==> config.mk <==
export PLATFORM = sky130hd
export DESIGN_NAME = brightness_control_ctrl
export DESIGN_NICKNAME = d
export VERILOG_FILES = /design/src/rtl/brightness_control_pkg.sv /design/src/rtl/brightness_control_pkt_parser.sv /design/src/rtl/brightness_control_ctrl.sv
export SDC_FILE = /design/constraint.sdc
export NUM_CORES = 1
export LEC_CHECK = 0
export ABC_AREA = 0
export BUFFER_PORTS_ARGS = -buffer_cell sky130_fd_sc_hd__buf_2
export CORE_MARGIN = 2
export CORE_UTILIZATION = 25
export CTS_CLUSTER_DIAMETER = 40
export DETAILED_ROUTE_END_ITERATION = 16
export PLACE_DENSITY = 0.52
export SETUP_SLACK_MARGIN = 0.3
export SLEW_MARGIN = 20
export SYNTH_ARGS = -nofsm -noshare
export SYNTH_HDL_FRONTEND = slang
export SYNTH_SLANG_ARGS = --single-unit
export TNS_END_PERCENT = 5
==> constraint.sdc <==
create_clock -name clk -period 3.38 [get_ports clk]
set_clock_uncertainty 0.2 [all_clocks]
set_input_delay 0 -clock clk [delete_from_list [all_inputs] [get_ports clk]]
set_output_delay 0 -clock clk [all_outputs]
set_load 0.01 [all_outputs]
==> src/rtl/brightness_control_pkg.sv <==
// Shared definitions for the brightness control block: parser states,
// register map, packet types and control-packet nibble count.
package brightness_control_pkg;

  typedef enum logic [1:0] {
    ST_IDLE  = 2'd0,
    ST_CTRL  = 2'd1,
    ST_VIDEO = 2'd2,
    ST_SKIP  = 2'd3
  } parse_state_t;

  localparam logic [2:0] ADDR_CTRL       = 3'd0;
  localparam logic [2:0] ADDR_STATUS     = 3'd1;
  localparam logic [2:0] ADDR_OFFSET     = 3'd2;
  localparam logic [2:0] ADDR_WIDTH      = 3'd3;
  localparam logic [2:0] ADDR_HEIGHT     = 3'd4;
  localparam logic [2:0] ADDR_INTERLACED = 3'd5;
  localparam logic [2:0] ADDR_FRAME_CNT  = 3'd6;

  localparam logic [3:0] CTRL_PKT  = 4'hF;
  localparam logic [3:0] VIDEO_PKT = 4'h0;

  localparam logic [3:0] NIBBLE_COUNT = 4'd9;

endpackage

==> src/rtl/brightness_control_pkt_parser.sv <==
// Snooped-stream packet parser: classifies packets on sop and collects the
// width/height/interlace nibbles of control packets.
module brightness_control_pkt_parser
  import brightness_control_pkg::*;
#(
  parameter int unsigned DATA_WIDTH  = 8,
  parameter int unsigned DATA_BITS   = 8,
  parameter int unsigned DATA_PLANES = 1
) (
  input  logic                  clk,
  input  logic                  rst_n,
  input  logic [DATA_WIDTH-1:0] mon_data,
  input  logic                  mon_valid,
  input  logic                  mon_ready,
  input  logic                  mon_sop,
  input  logic                  mon_eop,
  output logic                  ctrl_commit,
  output logic [15:0]           fmt_width,
  output logic [15:0]           fmt_height,
  output logic [3:0]            fmt_interlaced,
  output logic                  video_sop,
  output logic                  video_eop
);

  parse_state_t state, state_next;
  logic [NIBBLE_COUNT-1:0][3:0] nib, nib_next;
  logic [3:0] cnt, cnt_next;
  logic       beat;

  always_ff @(posedge clk or negedge rst_n) begin
    if (!rst_n) begin
      state <= ST_IDLE;
      nib   <= '0;
      cnt   <= '0;
    end else begin
      state <= state_next;
      nib   <= nib_next;
      cnt   <= cnt_next;
    end
  end

  always_comb begin
    beat        = mon_valid & mon_ready;
    state_next  = state;
    nib_next    = nib;
    cnt_next    = cnt;
    ctrl_commit = 1'b0;
    video_sop   = 1'b0;
    video_eop   = 1'b0;
    if (beat) begin
      if (mon_sop) begin
        cnt_next = '0;
        if (mon_data[3:0] == CTRL_PKT) begin
          state_next = ST_CTRL;
        end else if (mon_data[3:0] == VIDEO_PKT) begin
          state_next = ST_VIDEO;
          video_sop  = 1'b1;
        end else begin
          state_next = ST_SKIP;
        end
        // A single-beat packet ends where it starts; control packets carry no nibbles on sop.
        if (mon_eop) begin
          video_eop  = (mon_data[3:0] == VIDEO_PKT);
          state_next = ST_IDLE;
        end
      end else begin
        unique case (state)
          ST_CTRL: begin
            for (int unsigned k = 0; k < DATA_PLANES; k++) begin
              if (cnt_next < NIBBLE_COUNT) begin
                nib_next[cnt_next] = mon_data[DATA_BITS*k +: 4];
                cnt_next           = cnt_next + 4'd1;
              end
            end
            if (mon_eop) begin
              ctrl_commit = (cnt_next == NIBBLE_COUNT);
              state_next  = ST_IDLE;
            end
          end
          ST_VIDEO: begin
            if (mon_eop) begin
              video_eop  = 1'b1;
              state_next = ST_IDLE;
            end
          end
          ST_SKIP: begin
            if (mon_eop) state_next = ST_IDLE;
          end
          default: ;
        endcase
      end
    end
  end

  // Outputs include the current beat's nibbles so the commit lands on the eop edge.
  assign fmt_width      = {nib_next[0], nib_next[1], nib_next[2], nib_next[3]};
  assign fmt_height     = {nib_next[4], nib_next[5], nib_next[6], nib_next[7]};
  assign fmt_interlaced = nib_next[8];

endmodule

==> src/rtl/brightness_control_ctrl.sv <==
// Brightness control register block: stream snooping, shadowed offset/enable
// applied on video sop, frame counter. Interrupt logic under BRIGHTNESS_CONTROL_IRQ_EN.
module brightness_control_ctrl
  import brightness_control_pkg::*;
#(
  parameter int unsigned DATA_WIDTH  = 8,
  parameter int unsigned DATA_BITS   = 8,
  parameter int unsigned DATA_PLANES = 1
) (
  input  logic                  clk,
  input  logic                  rst_n,
  input  logic [2:0]            av_address,
  input  logic                  av_write,
  input  logic                  av_read,
  input  logic [31:0]           av_writedata,
  output logic [31:0]           av_readdata,
  input  logic [DATA_WIDTH-1:0] mon_data,
  input  logic                  mon_valid,
  input  logic                  mon_ready,
  input  logic                  mon_sop,
  input  logic                  mon_eop,
  output logic [15:0]           video_width,
  output logic [15:0]           video_height,
  output logic [3:0]            video_interlaced,
  output logic [DATA_BITS:0]    bc_offset,
  output logic                  bc_enable,
  output logic                  irq
);

  logic              ctrl_commit, video_sop, video_eop;
  logic [15:0]       fmt_width, fmt_height;
  logic [3:0]        fmt_interlaced;
  logic              ctrl_go, irq_en, irq_pend;
  logic [DATA_BITS:0] offset_shadow;
  logic [15:0]       frame_cnt;
  logic [31:0]       rd_data;
  logic              wr_ctrl, wr_status, wr_offset, wr_frame;
  logic              unused_wd;

  brightness_control_pkt_parser #(
    .DATA_WIDTH (DATA_WIDTH),
    .DATA_BITS  (DATA_BITS),
    .DATA_PLANES(DATA_PLANES)
  ) u_parser (
    .clk           (clk),
    .rst_n         (rst_n),
    .mon_data      (mon_data),
    .mon_valid     (mon_valid),
    .mon_ready     (mon_ready),
    .mon_sop       (mon_sop),
    .mon_eop       (mon_eop),
    .ctrl_commit   (ctrl_commit),
    .fmt_width     (fmt_width),
    .fmt_height    (fmt_height),
    .fmt_interlaced(fmt_interlaced),
    .video_sop     (video_sop),
    .video_eop     (video_eop)
  );

  assign wr_ctrl   = av_write && (av_address == ADDR_CTRL);
  assign wr_status = av_write && (av_address == ADDR_STATUS);
  assign wr_offset = av_write && (av_address == ADDR_OFFSET);
  assign wr_frame  = av_write && (av_address == ADDR_FRAME_CNT);
  assign unused_wd = ^av_writedata;

  // Non-blocking reads of ctrl_go/offset_shadow give the pre-write value on a coinciding write.
  always_ff @(posedge clk or negedge rst_n) begin
    if (!rst_n) begin
      ctrl_go          <= 1'b0;
      offset_shadow    <= '0;
      video_width      <= '0;
      video_height     <= '0;
      video_interlaced <= '0;
      bc_offset        <= '0;
      bc_enable        <= 1'b0;
      frame_cnt        <= '0;
      av_readdata      <= '0;
    end else begin
      if (wr_ctrl)   ctrl_go       <= av_writedata[0];
      if (wr_offset) offset_shadow <= av_writedata[DATA_BITS:0];
      if (ctrl_commit) begin
        video_width      <= fmt_width;
        video_height     <= fmt_height;
        video_interlaced <= fmt_interlaced;
      end
      if (video_sop) begin
        bc_offset <= offset_shadow;
        bc_enable <= ctrl_go;
      end
      if (wr_frame)       frame_cnt <= '0;
      else if (video_eop) frame_cnt <= frame_cnt + 16'd1;
      if (av_read) av_readdata <= rd_data;
    end
  end

`ifdef BRIGHTNESS_CONTROL_IRQ_EN
  always_ff @(posedge clk or negedge rst_n) begin
    if (!rst_n) begin
      irq_en   <= 1'b0;
      irq_pend <= 1'b0;
    end else begin
      if (wr_ctrl) irq_en <= av_writedata[1];
      irq_pend <= (irq_pend & ~(wr_status & av_writedata[1])) | video_eop;
    end
  end
  assign irq = irq_pend & irq_en;
`else
  assign irq_en   = 1'b0;
  assign irq_pend = 1'b0;
  assign irq      = 1'b0;
`endif

  always_comb begin
    rd_data = '0;
    unique case (av_address)
      ADDR_CTRL:       rd_data[1:0] = {irq_en, ctrl_go};
      ADDR_STATUS:     rd_data[1:0] = {irq_pend, bc_enable};
      ADDR_OFFSET:     rd_data[DATA_BITS:0] = offset_shadow;
      ADDR_WIDTH:      rd_data[15:0] = video_width;
      ADDR_HEIGHT:     rd_data[15:0] = video_height;
      ADDR_INTERLACED: rd_data[3:0] = video_interlaced;
      ADDR_FRAME_CNT:  rd_data[15:0] = frame_cnt;
      default:         rd_data = '0;
    endcase
  end

endmodule
# After elaboration in Yosys (flattened, before gate mapping)
# Index checks and enable logic that the tools add are counted.
# classes
n_addsub,2
magnitude_cmp,3
eq_ne,11
mux,38
bitwise,1
reduce_logical,13
# op_table
cell,n
$mux 36,4
$bwmux 36,1
$mux 16,2
$mux 4,7
$pmux 7 s3,1
$pmux 5 s4,1
$add 16x1->16 const B,1
$demux 4 s4,1
$mux 1,14
$pmux 2 s7,1
$mux 2,5
$pmux 2 s5,1
$eq 3x3->1 const B,3
$eq 4x4->1 const B,2
$reduce_bool 2->1,4
$eq 3x2->1 const B,2
$lt 4x5->1 const B,1
$add 4x1->4 const B,1
$eq 2x2->1 const B,2
$ge 4x1->1 const B,1
$logic_and 1x1->1,4
$logic_not 4->1,1
$lt 4x4->1 const B,1
$eq 3x1->1 const B,1
other kinds (6),6
# word_totals
reg_bits,130
wordCells,88

# Depth between registers and ports, before layout
# depth
depth_word,10
depth_mapped,7
depth_no_buf,6

# Hierarchy
# Synthesis repeated with hierarchy kept, for this count alone.
# hier_totals
hier_cells,496
area_unflattened_um2,6039.5
# by_module_without_submodules
module,instances,cells_each,area_per_inst_um2,seq_area_each_um2
brightness_control_ctrl,1,345,4119.0,2202.1
brightness_control_pkt_parser,1,151,1920.6,1051.0

# Worst setup path after synthesis
# OpenSTA, ideal clock, no wires.
# synth_path
path_kind,reg-to-reg
start,register u_parser.cnt[0]
end,register video_height[10]
setup_ns,0.125
arrival_ns,2.386
required_ns,3.055
path_slack_ns,0.669
path_stages_with_launch,8
n_path_buf,1
period_less_slack_ns,2.711
path_cell_list,dfrtp_1 inv_1 ha_1 nand2b_1 a221o_1 a2111oi_4 buf_8 mux2_4
# synth_via
elab_chain_len,10
word_cells_on_any_way,21
classes_between,add/sub (1); order compare (3); eq/ne (1); mux (15); reduce/logical (1)
# synth_rtl
item,line_no,source
"start, declared",brightness_control_pkt_parser.sv:27,"logic [3:0] cnt, cnt_next;"
"start signal, assigned",brightness_control_pkt_parser.sv:38,cnt <= cnt_next;
$add 4x1->4 / $lt 4x4->1 (equally long branches),"brightness_control_pkt_parser.sv:72, brightness_control_pkt_parser.sv:70",
$mux 4,brightness_control_pkt_parser.sv:70,if (cnt_next < NIBBLE_COUNT) begin
$mux 4,brightness_control_pkt_parser.sv:67,unique case (state)
$mux 4,brightness_control_pkt_parser.sv:51,if (mon_sop) begin
$mux 4,brightness_control_pkt_parser.sv:50,if (beat) begin
$eq 4x4->1,brightness_control_pkt_parser.sv:76,ctrl_commit = (cnt_next == NIBBLE_COUNT);
$mux 1,brightness_control_pkt_parser.sv:75,if (mon_eop) begin
$mux 1,brightness_control_pkt_parser.sv:67,
$mux 1,brightness_control_pkt_parser.sv:51,
$mux 1,brightness_control_pkt_parser.sv:50,
"end signal, assigned",brightness_control_ctrl.sv:83,video_height <= fmt_height;
"end, declared",brightness_control_ctrl.sv:23,"output logic [15:0] video_height,"
# Parallel ways exist; a longest one is shown, timed or not. The select of a mux whose other input is x is not followed.
# A chain may end at the register's enable or synchronous reset.

# Worst setup path in the final report
# layout_path
start,register u_parser.cnt[0]
end,register video_height[2]
# Same word-level chain as after synthesis.

==> flow_summary.json <==
{
  "count_of_state_elements_after_synthesis": 130,
  "total_switching_power_w": 0.001094,
  "cts_resized": 0,
  "design.portCount": 130,
  "grt_pass1_vias": 4312,
  "postSynthAreaPerCell_um2": 12.58,
  "die_height_um": 161.5,
  "synthFlopType": "sky130_fd_sc_hd__dfrtp_1",
  "grt_antenna_before_repair": 0,
  "layout.cells.most_common": "sky130_fd_sc_hd__dfrtp_1",
  "fin_tns_setup_ns": 0,
  "cp_top_family": "compound AO/OA/AOI/OAI gates",
  "maxClockFrequency_mhz": 357.4,
  "antenna_left": 0,
  "crit_arrival_ns": 2.89,
  "dp_worst_setup_slack_ns": 0.5913,
  "post_route_cells_drive_above_1_share_pct": 36.66,
  "max-vdd-ir-drop_mv": 0.2502,
  "cts.clk_slew.worst_paths_ns": 0.07,
  "start_kind": "flop",
  "ctsLongestPathBuffers": 2,
  "grt_max_degree": 96,
  "remaining_drc_errors": 0,
  "dpl.hpwl_mm": 11.43,
  "internal-power_w": 0.003008,
  "synth-edff-count": 0,
  "globalplace.congestion": 0.7953,
  "design.die.area_um2": 26090,
  "status": "complete, no violations",
  "final.min_clock_period_ns": 2.798,
  "final-hold-violation-count": 0,
  "globalRoute.totalOverflow": 0,
  "port-buffer-count": 85,
  "global_router_s_overall_resource_usage_pct": 12.80,
  "pwr-share-comb_pct": 11.5,
  "fin_ws_ns": 0.5820,
  "worst_path_largest_cell_delay_ns": 0.48,
  "routed_wl_mm": 16.43,
  "core-area_um2": 24320,
  "floorplan.rows": 57,
  "portion_of_the_post_synthesis_area_used_by_sequential_elements_pct": 52.45,
  "yosys-top-cells-area": "sky130_fd_sc_hd__dfrtp_1 52%, sky130_fd_sc_hd__mux2_2 13%, sky130_fd_sc_hd__mux2_4 7.3%",
  "drt_wl_cell_um": 17.57,
  "leakagePower_nw": 3.651,
  "slew-limit-headroom_pct": 33.99,
  "cap_viol_max_count": 0,
  "initial_utilization_pct": 25.50,
  "synth.lib_cells_used.distinct": 51,
  "tritoncts": "yes",
  "flow.area_growth_from_synthesis_pct": 24.77,
  "cts_sinks": 130,
  "post-route-period-util_pct": 82.78,
  "commonest_cells_after_routing_fill_and_taps_aside": "130 x sky130_fd_sc_hd__dfrtp_1, 84 x sky130_fd_sc_hd__buf_2, 69 x sky130_fd_sc_hd__mux2_2",
  "worstPathCellList": "inv_1 -> ha_1 -> nand2b_1 -> a221o_1 -> a2111oi_4 -> buf_4 -> mux2_2",
  "p_sw_share_pct": 26.67,
  "cp_num_buf_inv": 2,
  "cts_inserted_buffers": 17,
  "cp_data_required_time_ns": 3.47,
  "netlist_area_um2": 6202,
  "latest_clock_arrival_within_the_worst_skew_pair_ns": 0.41,
  "asyncSetResetFlopFracSynth_pct": 100.0,
  "grt_pass1_wl_mm": 25.44,
  "chipWidth_um": 161.5,
  "crit_path_end_kind": "flop",
  "clock_tree.root_cell": "sky130_fd_sc_hd__clkbuf_16",
  "drt_first_iter_violations": 237,
  "cp_slowest_cell": "sky130_fd_sc_hd__dfrtp_1",
  "avgViaCountPerCell": 4.612,
  "dpl_cell_area_um2": 6882,
  "synth_top_cell_area_share_pct": 52.45,
  "rsz0062_at_grt": "no",
  "via_count": 4312,
  "detail_route.first_pass.iterations": 4,
  "nets": 654,
  "power.clock.fraction_pct": 45.5,
  "holdCritPathClass": "primary input to async pin",
  "final_core_utilization_pct": 31.82,
  "synth_top_cell_by_area": "sky130_fd_sc_hd__dfrtp_1",
  "timing.critical_path.fanout_max": 18,
  "layout.filler_cells": 2475,
  "ant_cells": 0,
  "power.density_nw_per_um2": 530.2,
  "htree_levels": 4,
  "syn_inst": 493,
  "path_class": "flop to flop",
  "post-layout-total-power_w": 0.004103,
  "ys_warn_count": 0,
  "finish.instance_area_um2": 7739,
  "power_frac_seq_pct": 43.1,
  "maxSlewViolCount": 0,
  "final-setup-viol-count": 0,
  "max_slew.worst_pin.slew_ns": 0.9881
}
[per-layer routing]
metal	part of all wire (%)	vias to the layer above	GRT usage (%)
met5	0	-	0
met4	1.3	0	3.490
met3	3.7	12	3.210
met2	47	94	20.55
met1	48	2190	17.18
li1	-	2016	-
[cell type report]
| class | instances | area [um2] | share of cell area (%) |
|---|---|---|---|
| multi-input cells | 313 | 2663 | 34.41 |
| well taps | 324 | 405.4 | 5.238 |
| repair buffers | 117 | 749.5 | 9.685 |
| clock inverters | 14 | 167.7 | 2.167 |
| inverters | 19 | 71.32 | 0.9216 |
| clock buffers | 18 | 429.2 | 5.546 |
| flip-flops and latches | 130 | 3253 | 42.04 |
[cell usage after synthesis (3+ instances only)]
cell	instances
sky130_fd_sc_hd__nand4_1	11
sky130_fd_sc_hd__o22ai_1	15
sky130_fd_sc_hd__nor2_1	7
sky130_fd_sc_hd__mux2_4	30
sky130_fd_sc_hd__nand2b_1	8
sky130_fd_sc_hd__a21oi_1	18
sky130_fd_sc_hd__buf_8	3
sky130_fd_sc_hd__a2bb2oi_1	4
sky130_fd_sc_hd__o31ai_1	9
sky130_fd_sc_hd__nand2_1	11
sky130_fd_sc_hd__mux2_2	69
sky130_fd_sc_hd__and3_1	6
sky130_fd_sc_hd__a22oi_1	13
sky130_fd_sc_hd__nand3_1	9
sky130_fd_sc_hd__mux2i_1	8
sky130_fd_sc_hd__ha_1	5
sky130_fd_sc_hd__buf_4	17
sky130_fd_sc_hd__o2bb2ai_1	4
sky130_fd_sc_hd__and2_1	3
sky130_fd_sc_hd__a22o_1	8
sky130_fd_sc_hd__clkbuf_1	25
sky130_fd_sc_hd__inv_1	18
sky130_fd_sc_hd__nor2b_1	10
sky130_fd_sc_hd__dfrtp_1	130
sky130_fd_sc_hd__o21ai_0	8
sky130_fd_sc_hd__or4_1	10
[path summary, 6_finish.rpt]
check	start	depth (start not counted)	slack (ns)	end
max reg2reg	u_parser.cnt[0]$_DFFE_PN0P_	7	0.58	video_height[2]$_DFFE_PN0P_
min reg2reg	u_parser.nib[29]$_DFF_PN0_	1	0.29	u_parser.nib[29]$_DFF_PN0_
max in group asynchronous	rst_n	3	2.21	frame_cnt[3]$_DFFE_PN0P_
max	u_parser.cnt[0]$_DFFE_PN0P_	7	0.58	video_height[2]$_DFFE_PN0P_
min in group clk	av_writedata[8]	3	0.16	offset_shadow[8]$_DFFE_PN0P_
min	rst_n	2	0.04	video_height[13]$_DFFE_PN0P_
[worst reg2reg max path, cell delays in order (launching register included)]
cell and delay, ns:
sky130_fd_sc_hd__dfrtp_1 0.48, sky130_fd_sc_hd__inv_1 0.12, sky130_fd_sc_hd__ha_1 0.25, sky130_fd_sc_hd__nand2b_1 0.15
sky130_fd_sc_hd__a221o_1 0.38, sky130_fd_sc_hd__a2111oi_4 0.31, sky130_fd_sc_hd__buf_4 0.40, sky130_fd_sc_hd__mux2_2 0.39
[flip-flops by register name, summed over array words and instances (netlist names), 2 cells and up]
signal            flops
u_parser.nib         36
av_readdata          16
frame_cnt            16
video_height         16
video_width          16
bc_offset             9
offset_shadow         9
u_parser.cnt          4
video_interlaced      4
u_parser.state        2
[power by group through the flow]
stage          Combinational (W)  Clock, W  Sequential (W)
6_report                0.000471   0.00187         0.00177
5_1_grt                 0.000520   0.00198         0.00179
4_1_cts                 0.000477   0.00191         0.00177
3_5_place_dp            0.000442         0         0.00180
3_3_place_gp            0.000437         0         0.00179
2_1_floorplan           0.000299         0         0.00177
[kinds of logic (layout without fill, tap and decap cells)]
kind of cell / count (synthesis) / in the layout / synth area share [%]
flops: 130 / 130 / 52.45
other cells: 1 / 17 / 0.06046
compound gates: 94 / 94 / 10.93
mux: 108 / 108 / 21.44
buf+inv: 66 / 168 / 5.588
fa+ha+maj: 5 / 5 / 1.009
simple gates: 89 / 89 / 8.513
[timing repair]
action / in CTS / in global routing
endpoints found under the hold margin: 170 / 0
buffers inserted: 0 / 0
hold buffers: 26 / 0
[per-stage QoR]
stage / std cells / hold WS, ns
after floorplan: 509 / -0.4956
after global placement: 877 / -0.03041
after detailed placement: 877 / -0.03331
after CTS: 935 / 0.09025
after global routing: 935 / 0.1239
final: 935 / 0.03976
No activity file was read; power rests on OpenSTA's default activity.
